**config.mk**
```make
export PLATFORM = sky130hd
export DESIGN_NAME = dmem_arbiter_flat
export DESIGN_NICKNAME = d
export VERILOG_FILES = /design/src/rtl/dmem_pkg.sv /design/src/rtl/dmem_arbiter_if.sv /design/src/rtl/dmem_arbiter.sv /design/src/flat_wrapper.sv
export SDC_FILE = /design/constraint.sdc
export NUM_CORES = 1
export LEC_CHECK = 0
export BUFFER_PORTS_ARGS = -buffer_cell sky130_fd_sc_hd__buf_2
export CAP_MARGIN = 25
export CORE_MARGIN = 3
export CORE_UTILIZATION = 32
export CTS_BUF_LIST = sky130_fd_sc_hd__clkbuf_8
export CTS_CLUSTER_SIZE = 25
export DETAILED_ROUTE_END_ITERATION = 7
export PLACE_DENSITY = 0.74
export RECOVER_POWER = 100
export SLEW_MARGIN = 20
export SYNTH_ARGS = -nofsm -noshare
export SYNTH_HDL_FRONTEND = slang
export SYNTH_SLANG_ARGS = --single-unit
```
**constraint.sdc**
```tcl
create_clock -name i_clk -period 2.2 [get_ports i_clk]
set_clock_uncertainty 0.1 [all_clocks]
set_input_delay 0.44 -clock i_clk [delete_from_list [all_inputs] [get_ports i_clk]]
set_output_delay 0.44 -clock i_clk [all_outputs]
set_load 0.02 [all_outputs]
```
**src/rtl/dmem_pkg.sv**
```systemverilog
// Shared data-memory types: request control flags, arbiter states and bus widths.
// Used by the arbiter, the memory stage and the data-memory model.
package dmem_pkg;

  localparam int unsigned ADDR_W   = 32;
  localparam int unsigned DATA_W   = 32;
  localparam int unsigned CTL_W    = 3;
  localparam int unsigned TIMER_W  = 8;
  localparam int unsigned STARVE_W = 3;

  // Access qualifiers: unsigned load, halfword, byte.
  typedef struct packed {
    logic rdu;
    logic hwrd;
    logic byte_acc;
  } mem_ctl_t;

  typedef enum logic [1:0] {
    ARB_IDLE     = 2'd0,
    ARB_BUSY_CPU = 2'd1,
    ARB_BUSY_AUX = 2'd2
  } arb_state_e;

  // Request fields captured at grant and replayed toward memory.
  typedef struct packed {
    logic              we;
    mem_ctl_t          ctl;
    logic [ADDR_W-1:0] addr;
    logic [DATA_W-1:0] wdata;
  } mem_req_t;

endpackage

```
**src/rtl/dmem_arbiter_if.sv**
```systemverilog
// Bus bundle around the data-memory arbiter: CPU port, aux port and memory port.
// master = arbiter view, slave = surrounding system view.
interface dmem_arbiter_if;
  import dmem_pkg::*;

  logic              i_cpu_req;
  logic              i_cpu_we;
  mem_ctl_t          i_cpu_ctl;
  logic [ADDR_W-1:0] i_cpu_addr;
  logic [DATA_W-1:0] i_cpu_wdata;
  logic              o_cpu_stall;
  logic [DATA_W-1:0] o_cpu_rdata;
  logic              o_cpu_err;

  logic              i_aux_req;
  logic              i_aux_we;
  mem_ctl_t          i_aux_ctl;
  logic [ADDR_W-1:0] i_aux_addr;
  logic [DATA_W-1:0] i_aux_wdata;
  logic              o_aux_ack;
  logic [DATA_W-1:0] o_aux_rdata;
  logic              o_aux_err;

  logic              o_mem_req;
  logic              o_mem_we;
  mem_ctl_t          o_mem_ctl;
  logic [ADDR_W-1:0] o_mem_addr;
  logic [DATA_W-1:0] o_mem_wdata;
  logic              i_mem_ack;
  logic [DATA_W-1:0] i_mem_rdata;

  modport master (
    input  i_cpu_req, i_cpu_we, i_cpu_ctl, i_cpu_addr, i_cpu_wdata,
    output o_cpu_stall, o_cpu_rdata, o_cpu_err,
    input  i_aux_req, i_aux_we, i_aux_ctl, i_aux_addr, i_aux_wdata,
    output o_aux_ack, o_aux_rdata, o_aux_err,
    output o_mem_req, o_mem_we, o_mem_ctl, o_mem_addr, o_mem_wdata,
    input  i_mem_ack, i_mem_rdata
  );

  modport slave (
    output i_cpu_req, i_cpu_we, i_cpu_ctl, i_cpu_addr, i_cpu_wdata,
    input  o_cpu_stall, o_cpu_rdata, o_cpu_err,
    output i_aux_req, i_aux_we, i_aux_ctl, i_aux_addr, i_aux_wdata,
    input  o_aux_ack, o_aux_rdata, o_aux_err,
    input  o_mem_req, o_mem_we, o_mem_ctl, o_mem_addr, o_mem_wdata,
    output i_mem_ack, i_mem_rdata
  );

endinterface

```
**src/rtl/dmem_arbiter.sv**
```systemverilog
// Shares one data-memory port between the CPU memory stage and an aux requester,
// with aux starvation control and a busy watchdog that aborts stuck accesses.
module dmem_arbiter
  import dmem_pkg::*;
#(
  parameter int unsigned STARVE_LIMIT   = 4,
  parameter int unsigned TIMEOUT_CYCLES = 255
) (
  input logic            i_clk,
  input logic            i_rst_n,
  dmem_arbiter_if.master bus
);

  arb_state_e           state_q, state_d;
  logic [STARVE_W-1:0]  starve_q, starve_d;
  logic [TIMER_W-1:0]   timer_q, timer_d;
  logic                 abandon_q, abandon_d;
  mem_req_t             req_q, req_d;

  logic     busy_c;
  logic     timeout_c;
  logic     starve_hit_c;
  logic     aux_sel_c;
  logic     cpu_done_c;
  logic     cpu_err_c;
  mem_req_t cpu_fields_c;
  mem_req_t aux_fields_c;

  assign cpu_fields_c = '{we: bus.i_cpu_we, ctl: bus.i_cpu_ctl,
                          addr: bus.i_cpu_addr, wdata: bus.i_cpu_wdata};
  assign aux_fields_c = '{we: bus.i_aux_we, ctl: bus.i_aux_ctl,
                          addr: bus.i_aux_addr, wdata: bus.i_aux_wdata};

  assign busy_c       = (state_q != ARB_IDLE);
  // An ack arriving in the expiry cycle completes normally instead of aborting.
  assign timeout_c    = busy_c & (timer_q == TIMER_W'(TIMEOUT_CYCLES)) & ~bus.i_mem_ack;
  assign starve_hit_c = (starve_q == STARVE_W'(STARVE_LIMIT));
  assign aux_sel_c    = bus.i_aux_req & (~bus.i_cpu_req | starve_hit_c);

  // State, latched request, watchdog timer, starvation counter, flush marker.
  always_ff @(posedge i_clk or negedge i_rst_n) begin
    if (!i_rst_n) begin
      state_q   <= ARB_IDLE;
      starve_q  <= '0;
      timer_q   <= '0;
      abandon_q <= 1'b0;
      req_q     <= '0;
    end else begin
      state_q   <= state_d;
      starve_q  <= starve_d;
      timer_q   <= timer_d;
      abandon_q <= abandon_d;
      req_q     <= req_d;
    end
  end

  // Grant selection, busy sequencing and counter updates.
  always_comb begin
    state_d   = state_q;
    starve_d  = starve_q;
    timer_d   = timer_q;
    abandon_d = abandon_q;
    req_d     = req_q;

    case (state_q)
      ARB_IDLE: begin
        if (bus.i_cpu_req || bus.i_aux_req) begin
          timer_d   = '0;
          abandon_d = 1'b0;
          if (aux_sel_c) begin
            state_d  = ARB_BUSY_AUX;
            req_d    = aux_fields_c;
            starve_d = '0;
          end else begin
            state_d = ARB_BUSY_CPU;
            req_d   = cpu_fields_c;
            if (bus.i_aux_req && !starve_hit_c) begin
              starve_d = starve_q + STARVE_W'(1);
            end
          end
        end
      end
      ARB_BUSY_CPU: begin
        timer_d = timer_q + TIMER_W'(1);
        // A flushed CPU access still runs to ack so no store is left half-done.
        if (!bus.i_cpu_req) begin
          abandon_d = 1'b1;
        end
        if (bus.i_mem_ack || timeout_c) begin
          state_d = ARB_IDLE;
        end
      end
      ARB_BUSY_AUX: begin
        timer_d = timer_q + TIMER_W'(1);
        if (bus.i_mem_ack || timeout_c) begin
          state_d = ARB_IDLE;
        end
      end
      default: begin
        state_d = ARB_IDLE;
      end
    endcase

    if (!bus.i_aux_req) begin
      starve_d = '0;
    end
  end

  assign cpu_done_c = (state_q == ARB_BUSY_CPU) & bus.i_mem_ack & ~abandon_q;
  assign cpu_err_c  = (state_q == ARB_BUSY_CPU) & timeout_c & ~abandon_q;

  // Memory-side request decode.
  assign bus.o_mem_req   = busy_c;
  assign bus.o_mem_we    = busy_c & req_q.we;
  assign bus.o_mem_ctl   = busy_c ? req_q.ctl   : '0;
  assign bus.o_mem_addr  = busy_c ? req_q.addr  : '0;
  assign bus.o_mem_wdata = busy_c ? req_q.wdata : '0;

  // Requester-side completion decode.
  assign bus.o_cpu_stall = bus.i_cpu_req & ~(cpu_done_c | cpu_err_c);
  assign bus.o_cpu_rdata = cpu_done_c ? bus.i_mem_rdata : '0;
  assign bus.o_cpu_err   = cpu_err_c;

  assign bus.o_aux_ack   = (state_q == ARB_BUSY_AUX) & bus.i_mem_ack;
  assign bus.o_aux_rdata = bus.o_aux_ack ? bus.i_mem_rdata : '0;
  assign bus.o_aux_err   = (state_q == ARB_BUSY_AUX) & timeout_c;

endmodule

```
**src/flat_wrapper.sv**
```systemverilog
// flat-port wrapper written by rule: the top's interface ports become plain ports
module dmem_arbiter_flat import dmem_pkg::*;
#(
  parameter int unsigned STARVE_LIMIT   = 4,
  parameter int unsigned TIMEOUT_CYCLES = 255
)
  (i_clk, i_rst_n, bus_i_cpu_req, bus_i_cpu_we, bus_i_cpu_ctl, bus_i_cpu_addr, bus_i_cpu_wdata, bus_o_cpu_stall, bus_o_cpu_rdata, bus_o_cpu_err, bus_i_aux_req, bus_i_aux_we, bus_i_aux_ctl, bus_i_aux_addr, bus_i_aux_wdata, bus_o_aux_ack, bus_o_aux_rdata, bus_o_aux_err, bus_o_mem_req, bus_o_mem_we, bus_o_mem_ctl, bus_o_mem_addr, bus_o_mem_wdata, bus_i_mem_ack, bus_i_mem_rdata);
  dmem_arbiter_if bus_i ();
  input logic i_clk;
  input logic i_rst_n;
  input wire logic [$bits(bus_i.i_cpu_req)-1:0] bus_i_cpu_req;
  input wire logic [$bits(bus_i.i_cpu_we)-1:0] bus_i_cpu_we;
  input wire logic [$bits(bus_i.i_cpu_ctl)-1:0] bus_i_cpu_ctl;
  input wire logic [$bits(bus_i.i_cpu_addr)-1:0] bus_i_cpu_addr;
  input wire logic [$bits(bus_i.i_cpu_wdata)-1:0] bus_i_cpu_wdata;
  output wire logic [$bits(bus_i.o_cpu_stall)-1:0] bus_o_cpu_stall;
  output wire logic [$bits(bus_i.o_cpu_rdata)-1:0] bus_o_cpu_rdata;
  output wire logic [$bits(bus_i.o_cpu_err)-1:0] bus_o_cpu_err;
  input wire logic [$bits(bus_i.i_aux_req)-1:0] bus_i_aux_req;
  input wire logic [$bits(bus_i.i_aux_we)-1:0] bus_i_aux_we;
  input wire logic [$bits(bus_i.i_aux_ctl)-1:0] bus_i_aux_ctl;
  input wire logic [$bits(bus_i.i_aux_addr)-1:0] bus_i_aux_addr;
  input wire logic [$bits(bus_i.i_aux_wdata)-1:0] bus_i_aux_wdata;
  output wire logic [$bits(bus_i.o_aux_ack)-1:0] bus_o_aux_ack;
  output wire logic [$bits(bus_i.o_aux_rdata)-1:0] bus_o_aux_rdata;
  output wire logic [$bits(bus_i.o_aux_err)-1:0] bus_o_aux_err;
  output wire logic [$bits(bus_i.o_mem_req)-1:0] bus_o_mem_req;
  output wire logic [$bits(bus_i.o_mem_we)-1:0] bus_o_mem_we;
  output wire logic [$bits(bus_i.o_mem_ctl)-1:0] bus_o_mem_ctl;
  output wire logic [$bits(bus_i.o_mem_addr)-1:0] bus_o_mem_addr;
  output wire logic [$bits(bus_i.o_mem_wdata)-1:0] bus_o_mem_wdata;
  input wire logic [$bits(bus_i.i_mem_ack)-1:0] bus_i_mem_ack;
  input wire logic [$bits(bus_i.i_mem_rdata)-1:0] bus_i_mem_rdata;
  assign bus_i.i_cpu_req = bus_i_cpu_req;
  assign bus_i.i_cpu_we = bus_i_cpu_we;
  assign bus_i.i_cpu_ctl = bus_i_cpu_ctl;
  assign bus_i.i_cpu_addr = bus_i_cpu_addr;
  assign bus_i.i_cpu_wdata = bus_i_cpu_wdata;
  assign bus_o_cpu_stall = bus_i.o_cpu_stall;
  assign bus_o_cpu_rdata = bus_i.o_cpu_rdata;
  assign bus_o_cpu_err = bus_i.o_cpu_err;
  assign bus_i.i_aux_req = bus_i_aux_req;
  assign bus_i.i_aux_we = bus_i_aux_we;
  assign bus_i.i_aux_ctl = bus_i_aux_ctl;
  assign bus_i.i_aux_addr = bus_i_aux_addr;
  assign bus_i.i_aux_wdata = bus_i_aux_wdata;
  assign bus_o_aux_ack = bus_i.o_aux_ack;
  assign bus_o_aux_rdata = bus_i.o_aux_rdata;
  assign bus_o_aux_err = bus_i.o_aux_err;
  assign bus_o_mem_req = bus_i.o_mem_req;
  assign bus_o_mem_we = bus_i.o_mem_we;
  assign bus_o_mem_ctl = bus_i.o_mem_ctl;
  assign bus_o_mem_addr = bus_i.o_mem_addr;
  assign bus_o_mem_wdata = bus_i.o_mem_wdata;
  assign bus_i.i_mem_ack = bus_i_mem_ack;
  assign bus_i.i_mem_rdata = bus_i_mem_rdata;
  dmem_arbiter #(.STARVE_LIMIT(STARVE_LIMIT), .TIMEOUT_CYCLES(TIMEOUT_CYCLES)) u_core (.i_clk(i_clk), .i_rst_n(i_rst_n), .bus(bus_i));
endmodule
```
# ---- Word level (Yosys, flattened, before mapping)
# Index checks and enable logic that the tools add are counted.
# Widths: inputs -> output; s select.
dict set report classes {
  addsub 2
  n_mul 0
  n_div 0
  order_cmp 0
  eq_ne 10
  n_shift 0
  n_mux 20
  bitwise 17
  n_reduce_logical 14
}
# cell count
set op_table {}
lappend op_table {{$mux 32} 4}
lappend op_table {{$mux 68} 1}
lappend op_table {{$mux 3} 6}
lappend op_table {{$pmux 8 s2} 1}
lappend op_table {{$and 1x1->1} 11}
lappend op_table {{$add 8x1->8 const B} 1}
lappend op_table {{$eq 8x8->1 const B} 1}
lappend op_table {{$mux 8} 1}
lappend op_table {{$ne 2x1->1 const B} 4}
lappend op_table {{$mux 2} 3}
lappend op_table {{$reduce_and 2->1} 3}
lappend op_table {{$reduce_and 3->1} 2}
lappend op_table {{$reduce_bool 2->1} 3}
lappend op_table {{$not 1->1} 4}
lappend op_table {{$pmux 2 s2} 1}
lappend op_table {{$add 3x1->3 const B} 1}
lappend op_table {{$eq 3x3->1 const B} 1}
lappend op_table {{$ne 3x1->1 const B} 1}
lappend op_table {{$eq 2x1->1 const B} 1}
lappend op_table {{$eq 2x2->1 const B} 1}
lappend op_table {{$logic_not 2->1} 1}
lappend op_table {{$logic_or 1x1->1} 2}
lappend op_table {{$mux 1} 2}
lappend op_table {{$ne 2x2->1 const B} 1}
lappend op_table {{other kinds (5)} 6}
dict set report word_totals {
  regBits 82
  latch_bits 0
  ramBits 0
  mem_bits_ro 0
  in_bits 173
  output_inout_bits 137
  n_memories 0
}

# ---- Logic depth before layout (Yosys ltp)
# Gate-level depths: netlist of the first run.
dict set report logic_depth {
  ltp_word 8
  mapped_depth 9
}

# ---- Worst setup path before layout of the first run
# No wires, ideal clock.
dict set report synth_timing {
  kind {reg2out}
  start {register u_core.state_q[0]}
  end {output bus_o_aux_err}
  t_arrival_ns 1.821
  required_ns 1.660
  slack_ns -0.161
  path_stages_with_launch 7
  n_path_buf 1
  path_cell_list {dfrtp_1 > inv_1 > ha_1 > buf_4 > nand2b_1 > or3_1 > nor3b_1}
}
dict set report synth_via {
  elab_chain_len 4
}
# element line_no
set synth_rtl {}
lappend synth_rtl {{start: declaration} dmem_arbiter.sv:14} ;# arb_state_e state_q, state_d;
lappend synth_rtl {{start signal: assignment} dmem_arbiter.sv:49} ;# state_q <= state_d;
lappend synth_rtl {{$reduce_bool 2->1} dmem_arbiter.sv:34} ;# assign busy_c = (state_q != ARB_IDLE);
lappend synth_rtl {{$and 1x1->1 (2 in a row)} dmem_arbiter.sv:36} ;# assign timeout_c = busy_c & (timer_q == TIMER_W'(TIMEOUT_CYCLES)) & ~bus.i_mem_ack;
lappend synth_rtl {{$and 1x1->1 *} dmem_arbiter.sv:126} ;# assign bus.o_aux_err = (state_q == ARB_BUSY_AUX) & timeout_c;
lappend synth_rtl {{end: declaration} flat_wrapper.sv:26} ;# output wire logic [$bits(bus_i.o_aux_err)-1:0] bus_o_aux_err;
# Every way passes the cells marked *; elsewhere a longest branch is shown, timed or not.

# ---- Worst setup path in the final report of the first run
dict set report layout_timing {
  start {register u_core.state_q[1]}
  end {output bus_o_cpu_stall}
}
dict set report layout_via {
  elab_chain_len 8
}
# element line_no
set layout_rtl {}
lappend layout_rtl {{$reduce_bool 2->1} dmem_arbiter.sv:34}
lappend layout_rtl {{$and 1x1->1 (2 in a row)} dmem_arbiter.sv:36}
lappend layout_rtl {{$and 1x1->1 (2 in a row)} dmem_arbiter.sv:110} ;# assign cpu_err_c = (state_q == ARB_BUSY_CPU) & timeout_c & ~abandon_q;
lappend layout_rtl {{$or 1x1->1 *} dmem_arbiter.sv:120} ;# assign bus.o_cpu_stall = bus.i_cpu_req & ~(cpu_done_c | cpu_err_c);
lappend layout_rtl {{$not 1->1 *} dmem_arbiter.sv:120}
lappend layout_rtl {{$and 1x1->1 *} dmem_arbiter.sv:120}
lappend layout_rtl {{end: declaration} flat_wrapper.sv:16} ;# output wire logic [$bits(bus_i.o_cpu_stall)-1:0] bus_o_cpu_stall;
# Marked as above.

==> results of run 1 <==
==> final timing paths <==
| check | startpoint | end | slack, ps | cells past startpoint |
|---|---|---|---|---|
| max in group asynchronous | i_rst_n | u_core.req_q[60]$_DFFE_PN0P_ | 240 | 3 |
| worst max register to register | u_core.state_q[1]$_DFFE_PN0P_ | u_core.timer_q[4]$_DFFE_PN0P_ | -50 | 8 |
| worst min-delay path | bus_i_cpu_wdata[11] | u_core.req_q[11]$_DFFE_PN0P_ | 240 | 3 |
| worst min register to register | u_core.req_q[45]$_DFFE_PN0P_ | u_core.req_q[45]$_DFFE_PN0P_ | 380 | 2 |
| min in group asynchronous | i_rst_n | u_core.req_q[24]$_DFFE_PN0P_ | 670 | 2 |
| worst max-delay path | u_core.state_q[1]$_DFFE_PN0P_ | bus_o_cpu_stall | -140 | 7 |
==> placed cells by master, fill, tap and decap left out, drive strengths merged, types with 2 or more instances in the layout <==
cell and count:
a22o 2, inv 8, nor2b 70, a21boi 3, ha 6, o211ai 2, nor4 2, clkbuf 14
o21ai 79, clkinv 2, a21oi 4, mux2i 71, nor3b 3, nor2 9, nand2b 2, nor3 4
and3 34, and2 34, nand3 9, or2 2, buf 357, dfrtp 82, nand2 79
==> registers in the layout (all words and copies together), names as in the netlist <==
register	cells
u_core.state_q	2
u_core.abandon_q	1
u_core.starve_q	3
u_core.req_q	68
u_core.timer_q	8
==> tightest hold or removal path, delay by kind of cell <==
kind / cells / cell delay [ps]
AOI/OAI and AO/OA: 1 / 100
buffers and inverters: 1 / 70
muxes: 1 / 50
==> Yosys cell counts (4+ instances only) <==
cell type and count:
inv_1 7, nand2_1 77, a21oi_1 4, clkbuf_1 20, ha_1 6, nand3_1 9, and3_1 34, dfrtp_1 82
o21ai_0 51, o21ai_1 28, nor2_1 9, buf_6 14, buf_2 5, and2_1 34, clkbuf_2 5, nor2b_1 70
mux2i_1 71
==> what timing repair did <==
item	CTS	global route
setup endpoints to repair	68	125
hold buffers	1	0
gates resized for setup	132	140
cloned	9	3
setup buffers	13	1
endpoints found under the hold margin	36	0
pin swaps	5	4
==> area by class of cell <==
cell class / count / area share (%)
flip-flops and latches: 82 / 24.8
multi-input cells: 429 / 36.6
repair buffers: 362 / 32.6
well taps: 211 / 3.19
clock inverters: 5 / 0.741
inverters: 7 / 0.363
clock buffers: 10 / 1.66
==> metal layers <==
metal	GRT usage (%)	up-vias	part of all wire (%)
met4	9.33	0	3.2
met3	4.73	41	6.5
met5	0	-	0
li1	-	2562	-
met2	37.1	272	53
met1	21.4	2495	38
==> stage by stage <==
step / total power, mW / setup WS (ps) / instance area, um^2
2_1_floorplan: 5.73 / 1.99 / 5100
6_report: 10.3 / -143 / 8270
5_1_grt: 11.0 / -233 / 8270
3_5_place_dp: 7.31 / 44.9 / 6900
3_3_place_gp: 7.23 / 86.5 / 6900
4_1_cts: 10.0 / -164 / 7840
==> kinds of logic (layout without fill, tap and decap cells) <==
family | Yosys count | after routing | synth area share [%]
buffers and inverters | 52 | 384 | 6.22
AND/OR/NAND/NOR | 253 | 253 | 27.1
flip-flops | 82 | 82 | 40.3
XOR/XNOR | 1 | 1 | 0.172
multiplexers | 71 | 71 | 14.0
AO/OA/AOI/OAI | 98 | 98 | 10.7
adder cells (fa/ha/maj) | 6 | 6 | 1.48
==> where the power goes <==
part	total, mW	leakage, nW	switching, mW	internal [mW]
combinational	6.60	3.27	3.48	3.12
sequential	2.59	1.02	0.390	2.20
clock	1.14	0.103	0.586	0.558
==> impl_metrics.py, run 1 <==
metrics = {
    "sta": {
        "hold_ws_ps": 240,
        "fin_tns_setup_ps": -4740,
        "setup_viol": 72,
        "setup_ws_ps": -143,
        "clock.fmax_ghz": 0.427,
        "period_needed_ps": 2340,
        "hold_violations": 0,
        "min_period_over_period_pct": 106,
        "slew_viol_final": 0,
        "relSlewSlack_pct": 32.6,
        "rsz0062_at_grt": "yes",
        "worst_pin_slew_ps": 1010,
    },
    "layout": {
        "fin_nets": 1070,
        "final_util_pct": 53.8,
        "fill_cells": 1324,
        "drive_gt1_share_pct": 49.9,
        "final_cells": 1106,
        "seq_area_um2": 2050,
        "diodes": 0,
        "area_delta_synth_final_pct": 62.5,
        "multiInputGateArea_um2": 3030,
    },
    "worst_setup_path": {
        "path_delay_family": "simple AND/OR/NAND/NOR gates",
        "crit_path_start_kind": "flop",
        "worstPathArrival_ps": 1800,
        "cp_cell_sequence": "inv_2, ha_4, nand2b_4, or3_4, a21oi_2, nor2b_1, buf_4",
        "path_class": "flop to primary output",
        "crit_path_end_kind": "primary output",
        "worstPathBufferInverterCount": 2,
        "cp_data_required_time_ps": 1660,
        "critPathMaxFanout": 3,
        "slowest_delay_ps": 360,
        "cpMaxStageDelayCell": "dfrtp_1",
    },
    "detailed_routing": {
        "drtPass1Iterations": 4,
        "avgRoutedWirePerCell_um": 17.2,
        "drt_iter0_drc": 253,
        "ant_nets": 0,
        "vias": 5370,
        "routed_wl_um": 19000,
        "remaining_drc_errors": 0,
        "vias_per_cell": 4.86,
    },
    "cts": {
        "cts_tree": "yes",
        "cts_inserted_buffers": 9,
        "clkLatencyLatePin_ps": 360,
        "cts_sinks": 82,
        "clockBufferDepth": 2,
        "htree_num_levels": 3,
        "cts-root-buf": "clkbuf_8",
        "clk_pin_slew_ps": 90,
    },
    "die": {
        "io_pins": 310,
        "initial_core_util_pct": 33.1,
        "dieArea_um2": 17400,
        "die_w_um": 132,
        "dieHeight_um": 132,
        "rows": 45,
        "coreArea_um2": 15400,
    },
    "grt": {
        "grt_pass1_wl_um": 27800,
        "antenna_found_initial": 0,
        "grt_usage_pct": 20.0,
        "overflow": 0,
        "grt_pass1_vias": 5343,
        "grt_max_degree": 49,
    },
    "synthesis": {
        "synth_top_area_share_pct": 40.3,
        "synthCells": 563,
        "avgSynthCellArea_um2": 9.04,
        "yosys.cell_types.count": 44,
        "synth_flop_cell": "dfrtp_1",
        "yosys.area.top_type": "dfrtp_1",
        "synth_edf_count": 0,
        "synth-seq-cells": 82,
        "ys_warn_count": 0,
        "ys_top_cells_by_area": "dfrtp_1 40%, mux2i_1 14%, nor2b_1 8.6%",
        "syn_nets": 742,
        "synthArstFlopShare_pct": 100,
        "yosysSeqAreaShare_pct": 40.3,
        "syn_area_um2": 5090,
    },
    "power": {
        "peakVddDrop_v": 0.000755,
        "p_leak_nw": 4.39,
        "power_density_nw_per_um2": 1250,
    },
    "status": {
        "failed_checks": "setup timing",
        "outcome": "finished with violations",
    },
    "placement": {
        "gp_congestion": 0.839,
        "place_inst": 1065,
        "portBuffers": 309,
        "dpl.hpwl_um": 12600,
    },
    "worst_hold_path": {
        "hold_class": "input port to flop",
    },
    "run": {
        "max-cap-violations": 0,
    },
}
(Power assumes the default switching activity.)
==> run 2, diff against run 1 <==
- SKIP_LAST_GASP: not set -> 1
==> impl_metrics.py, run 2 (same netlist as run 1, synthesis figures left out) <==
metrics = {
    "worst_setup_path": {
        "critPathMaxFanout": 3,
        "crit_path_end_kind": "primary output",
        "crit_path_start": "u_core.state_q[1]$_DFFE_PN0P_",
        "rrSetupSlack_ps": -70,
        "r2r_end": "u_core.timer_q[4]$_DFFE_PN0P_",
        "cpMaxStageDelayCell": "dfrtp_1",
        "crit_path_start_kind": "flop",
        "worstPathArrival_ps": 1800,
        "reg2reg_from": "u_core.state_q[1]$_DFFE_PN0P_",
        "ff2ff_path_depth": 8,
        "path_class": "flop to primary output",
        "cp_data_required_time_ps": 1660,
        "slowest_delay_ps": 360,
        "cp_cell_sequence": "inv_2, ha_4, nand2b_4, or3_4, a21oi_2, nor2b_1, buf_4",
    },
    "sta": {
        "setup_ws_ps": -137,
        "worst_pin_slew_ps": 1010,
        "setup_viol": 77,
        "clock.fmax_ghz": 0.428,
        "slew_viol_final": 0,
        "period_needed_ps": 2340,
        "relSlewSlack_pct": 32.7,
        "min_period_over_period_pct": 106,
        "hold_violations": 0,
        "rsz0062_at_grt": "yes",
    },
    "die": {
        "coreArea_um2": 15400,
        "die_w_um": 132,
        "rows": 45,
        "io_pins": 310,
        "initial_core_util_pct": 33.1,
        "dieArea_um2": 17400,
        "dieHeight_um": 132,
    },
    "worst_hold_path": {
        "hold_class": "input port to flop",
        "hold_path_end": "u_core.req_q[12]$_DFFE_PN0P_",
        "min_path_cells": 3,
        "worstHoldStart": "bus_i_aux_wdata[12]",
    },
    "power": {
        "power_density_nw_per_um2": 1260,
        "p_leak_nw": 4.36,
        "peakVddDrop_v": 0.000709,
    },
    "grt": {
        "grt_pass1_wl_um": 27400,
        "grt_usage_pct": 19.8,
        "antenna_found_initial": 1,
        "grt_pass1_vias": 5300,
        "grt_max_degree": 49,
        "overflow": 0,
    },
    "detailed_routing": {
        "drt_iter0_drc": 222,
        "ant_nets": 0,
        "remaining_drc_errors": 0,
        "vias_per_cell": 4.79,
        "vias": 5288,
        "routed_wl_um": 18300,
        "drtPass1Iterations": 4,
        "avgRoutedWirePerCell_um": 16.5,
    },
    "layout": {
        "mostFrequentLayoutCell": "buf_2",
        "largest_reg_flops": 68,
        "top_register": "u_core.req_q",
        "area_delta_synth_final_pct": 55.8,
        "fin_nets": 1069,
        "mostFrequentLayoutCells": "201 x buf_2, 114 x buf_4, 82 x dfrtp_1, 76 x nand2_1, 71 x mux2i_1",
        "reg_top3": "u_core.req_q (68), u_core.timer_q (8), u_core.starve_q (3)",
        "drive_gt1_share_pct": 47.3,
        "final_util_pct": 51.6,
        "diodes": 0,
        "final_area_um2": 7930,
    },
    "run": {
        "max-cap-violations": 0,
    },
    "cts": {
        "cts_inserted_buffers": 9,
        "cts_tree": "yes",
        "cts-root-buf": "clkbuf_8",
        "clockBufferDepth": 2,
        "clk_pin_slew_ps": 90,
        "htree_num_levels": 3,
        "clkLatencyLatePin_ps": 360,
        "cts_sinks": 82,
    },
    "placement": {
        "dpl.hpwl_um": 12600,
        "gp_congestion": 0.839,
        "placed_area_um2": 6900,
        "portBuffers": 309,
    },
    "status": {
        "outcome": "finished with violations",
        "failed_checks": "setup timing",
    },
}
==> run 2: changes by cell type in the layout (fill, tap and decap cells not counted), moves of 2 or more <==
cell / change
clkbuf_2: +4
buf_12: -3
buf_2: +22
and3_1: +15
nor2b_2: -5
o21ai_0: +9
buf_6: -26
and3_4: -15
buf_16: -2
o21ai_1: -9
buf_8: +3
nor2b_1: +6
==> run 2: cell type report <==
| type | instances | area, um^2 |
|---|---|---|
| clock buffers | 10 | 138 |
| clock inverters | 5 | 61.3 |
| fillers | 1391 | 7440 |
| inverters | 7 | 27.5 |
| multi-input cells | 429 | 2930 |
| flip-flops and latches | 82 | 2050 |
| well taps | 211 | 264 |
| repair buffers | 361 | 2450 |
==> run 2: what timing repair did <==
item / in CTS / in global routing
hold buffers: 1 / 0
pin swaps: 4 / 4
endpoints found under the setup margin: 68 / 138
resized for setup: 79 / 118
setup buffers: 13 / 1
gates cloned: 9 / 2
endpoints found under the hold margin: 36 / 0
==> run 2: critical path, delay by kind of cell, from the launching register on <==
kind                       cells  cell delay, ps
buffers and inverters          2             230
DFF                            1             360
AOI/OAI and AO/OA              1             130
and+or+nand+nor                3             550
adders and majority gates      1             160
==> run 2: worst max path at each step <==
stage | slack, ps | to
floorplan | 2 | bus_o_aux_err
global placement | 90 | bus_o_cpu_stall
detailed placement | 40 | bus_o_cpu_stall
CTS | -160 | bus_o_cpu_stall
global route | -230 | bus_o_cpu_rdata[0]
finish | -140 | bus_o_cpu_stall
==> run 2: stage by stage <==
step / setup TNS (ps) / instances / total power, mW / hold slack, ps / worst slack (ps)
after floorplan: 0 / 563 / 5.73 / 44.4 / 1.99
after global placement: 0 / 1065 / 7.23 / 353 / 86.5
after CTS: -11160 / 1103 / 9.81 / 213 / -164
after global routing: -16840 / 1105 / 10.6 / 233 / -230
final: -4250 / 1105 / 9.95 / 243 / -137
after detailed placement: 0 / 1065 / 7.31 / 362 / 44.9
==> run 2: power breakdown <==
part	switching (mW)	total (mW)	internal, mW
Combinational	3.39	6.22	2.84
Sequential	0.391	2.59	2.20
Clock	0.586	1.14	0.558
Total	4.36	9.95	5.59
==> run 2: layer usage <==
layer	vias to the layer above	wire length, um	track usage (%)
met2	246	9560	36.7
met1	2450	6880	21.3
met4	0	529	8.69
met5	-	0	0
met3	32	1310	4.73
li1	2560	-	-
